--- src/rtl/trig_pkg.sv ---
// Shared encodings for the capture trigger: trigger modes and FSM states.
package trig_pkg;

   typedef enum logic [1:0] {
      TRIG_IMM  = 2'd0,
      TRIG_LVL  = 2'd1,
      TRIG_RISE = 2'd2,
      TRIG_CHG  = 2'd3
   } trig_mode_t;

   typedef enum logic [1:0] {
      ST_IDLE    = 2'd0,
      ST_ARMED   = 2'd1,
      ST_CAPTURE = 2'd2,
      ST_DONE    = 2'd3
   } state_t;

endpackage

--- src/rtl/trig_match.sv ---
// Combinational trigger detector: decides whether the current sample fires
// the trigger, given the previous sample and the selected mode.
module trig_match
   import trig_pkg::*;
#(
   parameter int LVDS_LEN = 8
) (
   input  logic [LVDS_LEN-1:0] data,
   input  logic [LVDS_LEN-1:0] prev,
   input  logic                prev_ok,
   input  logic [1:0]          mode,
   input  logic [LVDS_LEN-1:0] mask,
   input  logic [LVDS_LEN-1:0] value,
   output logic                hit
);

   logic m_cur;
   logic m_prev;
   logic changed;

   // Masked compares on the current and previous sample, then mode select.
   always_comb begin
      m_cur   = ((data ^ value) & mask) == '0;
      m_prev  = ((prev ^ value) & mask) == '0;
      changed = ((data ^ prev) & mask) != '0;
      hit     = 1'b0;
      case (trig_mode_t'(mode))
         TRIG_IMM:  hit = 1'b1;
         TRIG_LVL:  hit = m_cur;
         TRIG_RISE: hit = m_cur & prev_ok & ~m_prev;
         TRIG_CHG:  hit = prev_ok & changed;
         default:   hit = 1'b0;
      endcase
   end

endmodule

--- src/rtl/capture_trigger.sv ---
// Trigger and capture gate: keeps a pre-trigger delay line of the sample
// stream and forwards only the window around the trigger sample.
module capture_trigger
   import trig_pkg::*;
#(
   parameter int LVDS_LEN  = 8,
   parameter int PRE_DEPTH = 16,
   parameter int CNT_LEN   = 16
) (
   input  logic                clk,
   input  logic                rst_n,
   input  logic                arm,
   input  logic                abort,
   input  logic [1:0]          trig_mode,
   input  logic [LVDS_LEN-1:0] trig_mask,
   input  logic [LVDS_LEN-1:0] trig_value,
   input  logic [CNT_LEN-1:0]  post_len,
   input  logic                valid_in,
   input  logic [LVDS_LEN-1:0] data_in,
   output logic                valid_out,
   output logic [LVDS_LEN-1:0] data_out,
   output logic                trig_out,
   output logic                busy,
   output logic                done
);

   localparam logic [CNT_LEN-1:0] PRE_CNT = CNT_LEN'(PRE_DEPTH);
   localparam logic [CNT_LEN-1:0] ONE_CNT = CNT_LEN'(1);

   logic [LVDS_LEN-1:0] line_data [PRE_DEPTH];
   logic                line_flag [PRE_DEPTH];
   logic [LVDS_LEN-1:0] prev;
   logic                prev_ok;
   logic                hit;

   state_t              state;
   state_t              next_state;
   logic [CNT_LEN-1:0]  cnt;
   logic [CNT_LEN-1:0]  cnt_next;
   logic [CNT_LEN-1:0]  len;
   logic [CNT_LEN-1:0]  len_next;
   logic                fwd;
   logic                fwd_trig;

   trig_match #(
      .LVDS_LEN (LVDS_LEN)
   ) u_match (
      .data    (data_in),
      .prev    (prev),
      .prev_ok (prev_ok),
      .mode    (trig_mode),
      .mask    (trig_mask),
      .value   (trig_value),
      .hit     (hit)
   );

   // Delay line and previous-sample register advance on every valid sample, in every state.
   always_ff @(posedge clk or negedge rst_n) begin
      if (!rst_n) begin
         for (int i = 0; i < PRE_DEPTH; i++) begin
            line_data[i] <= '0;
            line_flag[i] <= 1'b0;
         end
         prev    <= '0;
         prev_ok <= 1'b0;
      end else if (valid_in) begin
         for (int i = PRE_DEPTH - 1; i > 0; i--) begin
            line_data[i] <= line_data[i-1];
            line_flag[i] <= line_flag[i-1];
         end
         line_data[0] <= data_in;
         line_flag[0] <= 1'b1;
         prev         <= data_in;
         prev_ok      <= 1'b1;
      end
   end

   // State, window counter and latched length registers.
   always_ff @(posedge clk or negedge rst_n) begin
      if (!rst_n) begin
         state <= ST_IDLE;
         cnt   <= '0;
         len   <= '0;
      end else begin
         state <= next_state;
         cnt   <= cnt_next;
         len   <= len_next;
      end
   end

   // Next-state logic. cnt holds the advances still to forward after the current
   // one, so the window is PRE_DEPTH+len advances including the trigger advance;
   // the trigger sample reaches the tap when cnt equals len.
   always_comb begin
      next_state = state;
      cnt_next   = cnt;
      len_next   = len;
      fwd        = 1'b0;
      fwd_trig   = 1'b0;
      if (abort) begin
         next_state = ST_IDLE;
      end else begin
         case (state)
            ST_IDLE, ST_DONE: begin
               if (arm) begin
                  next_state = ST_ARMED;
                  len_next   = (post_len == '0) ? ONE_CNT : post_len;
               end
            end
            ST_ARMED: begin
               if (valid_in && hit) begin
                  next_state = ST_CAPTURE;
                  fwd        = 1'b1;
                  cnt_next   = PRE_CNT + len - ONE_CNT;
               end
            end
            ST_CAPTURE: begin
               if (valid_in) begin
                  fwd      = 1'b1;
                  fwd_trig = (cnt == len);
                  cnt_next = cnt - ONE_CNT;
                  if (cnt == ONE_CNT) begin
                     next_state = ST_DONE;
                  end
               end
            end
            default: next_state = ST_IDLE;
         endcase
      end
   end

   // Output register: forwards the tap entry on window advances, empty entries suppressed.
   always_ff @(posedge clk or negedge rst_n) begin
      if (!rst_n) begin
         valid_out <= 1'b0;
         data_out  <= '0;
         trig_out  <= 1'b0;
         busy      <= 1'b0;
         done      <= 1'b0;
      end else begin
         valid_out <= fwd & line_flag[PRE_DEPTH-1];
         trig_out  <= fwd & fwd_trig;
         if (fwd) begin
            data_out <= line_data[PRE_DEPTH-1];
         end
         busy <= (next_state == ST_ARMED) || (next_state == ST_CAPTURE);
         done <= (next_state == ST_DONE);
      end
   end

endmodule
--- config.mk ---
export PLATFORM = sky130hd
export DESIGN_NAME = capture_trigger
export DESIGN_NICKNAME = d
export VERILOG_FILES = /design/src/rtl/trig_pkg.sv /design/src/rtl/trig_match.sv /design/src/rtl/capture_trigger.sv
export SDC_FILE = /design/constraint.sdc
export NUM_CORES = 1
export LEC_CHECK = 0
export BUFFER_PORTS_ARGS = -buffer_cell sky130_fd_sc_hd__buf_2
export CORE_UTILIZATION = 48
export DETAILED_ROUTE_END_ITERATION = 16
export PLACE_DENSITY_LB_ADDON = 0.2
export SYNTH_ARGS = -nofsm -noshare
export SYNTH_HDL_FRONTEND = slang
export SYNTH_HIERARCHICAL = 1
export SYNTH_SLANG_ARGS = --single-unit
export TNS_END_PERCENT = 50
--- constraint.sdc ---
create_clock -name clk -period 5.6 [get_ports clk]
set_input_delay 0.56 -clock clk [delete_from_list [all_inputs] [get_ports clk]]
set_output_delay 0.56 -clock clk [all_outputs]
set_load 0.01 [all_outputs]
==> run_results.csv <==
group,metric,value,unit
status,status,"finished clean",
logic_synthesis,synth_sequential_area_ratio,0.569,
global_routing,grt_antenna_before_repair,0,
pwr,cellPowerDensity,495,nW/µm²
clock_network,cts.path.max_buffers,2,
clock_network,cts-root-buf,"clkbuf_16",
timing,rsz0062_at_grt,"false",
clock_network,cts_setup_buffers,0,
routing,dr_total_vias,4915,
layout,area_growth,12.9,%
setup_path,timing.rr.start,"prev[1]",
routing,drtPass1Iterations,7,
setup_path,cp_max_fo,11,
global_routing,gr-usage-all-layers,0.181,
layout,layout-drive-gt1-share,0.404,
timing,setup_violations,0,
layout,regArea,4750,µm²
logic_synthesis,synthCells,611,
clock_network,cts_hold_buffers,0,
routing,drt_iter0_markers,355,
logic_synthesis,yosysWarningCount,6,
layout,final_nets,720,
timing,maxClockFrequency,360,MHz
setup_path,ff2ff_setup_slack,2.83,ns
placement,dpl.hpwl,9.95,mm
clock_network,cts.sinks,190,
timing,fin_skew,0.0129,ns
timing,worstMarginPinSlew,0.834,ns
placement,place_congestion,0.813,
setup_path,crit_type,"reg2reg",
layout,mostFrequentLayoutCells,"dfrtp_1 (190), mux2_2 (166), buf_2 (56)",
logic_synthesis,syn_area,8360,µm²
logic_synthesis,synth_compound_area_frac,0.0595,
layout,final_common_cell,"dfrtp_1",
floorplan,dieWidth,134,µm
pwr,p_leak,4.03,nW
floorplan,start_util,0.497,
floorplan,io_pins,59,
global_routing,grt_max_degree,87,
clock_network,clkTransAtPathRegs,0.08,ns
logic_synthesis,synth_top_family_by_area,"multiplexers",
logic_synthesis,ys.flop_type,"dfrtp_1",
global_routing,grt_pass1_vias,5110,
layout,nFillCells,1388,
worst_hold_path,hold_class,"in2async",
routing,routed_via_density,5.47,
timing,period_minus_slack,2.77,ns
routing,drtAntennaViolNets,0,
floorplan,die_h,134,µm
logic_synthesis,synth_edf_count,0,
logic_synthesis,syn_area_per_cell,13.7,µm²
pwr,vdd_drop_max,279,µV
logic_synthesis,syn_nets,665,
routing,wl_per_cell,16.3,µm
global_routing,grt_pass1_wl,25.7,mm
floorplan,rows,47,
run,cap_violations,0,
routing,drc,0,
setup_path,start_kind,"register",
logic_synthesis,synthXorXnorAreaFrac,0.0545,
layout,final_core_util,0.562,
logic_synthesis,synth_mux_area_frac,0.225,
global_routing,grt_overflow_total,0,
logic_synthesis,synthAdderAreaFrac,0.0105,
layout,multiInputGateArea,3450,µm²
setup_path,r2r-end,"cnt[8]",
setup_path,cp.arrival,3.08,ns
routing,finalWirelength,14.6,mm
logic_synthesis,yosysUniqueCellTypes,62,
setup_path,critPathCaptureType,"register",
layout,n_antenna_cell,0,
floorplan,dieArea,18000,µm²
logic_synthesis,ys_async_sr_fraction,1.00,
setup_path,r2r_cells,9,
logic_synthesis,ys_ff_latch,190,
clock_network,cts-buffers-inserted,17,
clock_network,cts_resized,0,
timing,period_share,0.495,
timing,slew-limit-headroom,0.444,
clock_network,cts_tree,"built",
timing,finalSetupTns,0,ns
placement,io_buffer_count,58,
timing,drv_slew,0,
clock_network,h-tree-depth,4,
timing,hold_viol,0,
setup_path,required,5.90,ns
logic_synthesis,synth-simple-area-share,0.0631,
clock_network,clkLatencyLatePin,0.43,ns
floorplan,core,16800,µm²
through the flow:
step	hold WS, ns	area [µm²]	total power (W)	std cells	setup WS [ns]
finish	0.157	9440	0.00467	899	2.83
global route	0.207	9440	0.00498	899	2.63
CTS	0.192	9440	0.00472	899	2.85
detailed placement	0.490	8850	0.00352	867	2.64
global placement	0.484	8850	0.00345	867	2.72
floorplan	0.264	8360	0.00315	611	3.04
power by group:
part | leakage, nW | switching [W] | internal [W]
Sequential | 2.24 | 0.000394 | 0.00187
Clock | 0.294 | 0.000578 | 0.000604
Combinational | 1.49 | 0.000557 | 0.000666
worst max-delay path by stage:
| stage | start | to | slack [ns] |
|---|---|---|---|
| detailed placement | data_in[2] | cnt[8] | 2.64 |
| global placement | data_in[1] | cnt[8] | 2.72 |
| floorplan | data_in[2] | cnt[8] | 3.04 |
| CTS | prev[2] | cnt[8] | 2.85 |
| global route | prev[2] | cnt[8] | 2.63 |
| finish | prev[1] | cnt[8] | 2.83 |
cells in the mapped netlist, types with 4 or more instances:
| cell type | count | area share |
|---|---|---|
| xnor2_1 | 6 | 0.0063 |
| o31ai_1 | 4 | 0.0036 |
| mux2_2 | 166 | 0.22 |
| and2_1 | 4 | 0.0030 |
| nand3_1 | 14 | 0.0084 |
| a21oi_1 | 11 | 0.0066 |
| buf_2 | 17 | 0.010 |
| nor3_1 | 5 | 0.0030 |
| nor2_1 | 8 | 0.0036 |
| nand4_1 | 4 | 0.0030 |
| dfrtp_1 | 190 | 0.57 |
| o211ai_1 | 4 | 0.0036 |
| o21ai_0 | 12 | 0.0072 |
| nand2_1 | 22 | 0.0099 |
| clkbuf_1 | 7 | 0.0031 |
| ha_1 | 7 | 0.010 |
| nor4_1 | 8 | 0.0060 |
| a22oi_1 | 9 | 0.0081 |
| inv_1 | 8 | 0.0036 |
| xor2_1 | 46 | 0.048 |
kinds of logic after synthesis:
family | count (synthesis)
AND/OR/NAND/NOR | 90
AO/OA/AOI/OAI | 70
adder cells (fa/ha/maj) | 7
flip-flops | 190
buffers and inverters | 35
multiplexers | 167
XOR/XNOR | 52
worst max-delay path, stage by stage (launching register included):
cell and delay, ns:
dfrtp_1 0.42, xor2_1 0.18, a222oi_1 0.42, nand4_1 0.14
a31o_1 0.27, nand2b_1 0.18, a21oi_1 0.18, nand2b_1 0.47
nor3_1 0.11, a211o_1 0.28
per-layer routing:
metal / part of all wire / global-route usage / vias up
met3: 0.031 / 0.0378 / 12
met5: 0 / 0 / -
met2: 0.48 / 0.280 / 67
met4: 0.0087 / 0.0518 / 0
li1: - / - / 2323
met1: 0.48 / 0.257 / 2513
final cells by class:
cell class / instances / area share
Clock buffer: 17 / 0.0450
Clock inverter: 15 / 0.0178
Inverter: 8 / 0.00318
Multi-Input combinational cell: 386 / 0.365
Sequential cell: 190 / 0.503
Tap cell: 220 / 0.0291
Timing Repair Buffer: 63 / 0.0363
flip-flops by register name, indices dropped and copies added, names as in the netlist:
| signal | cells |
|---|---|
| valid_out | 1 |
| cnt | 16 |
| trig_out | 1 |
| done | 1 |
| prev_ok | 1 |
| busy | 1 |
| state | 2 |
| data_out | 8 |
| prev | 8 |
| line_data | 120 |
| len | 16 |
| line_flag | 15 |
Power figures use the tool's default switching activity.
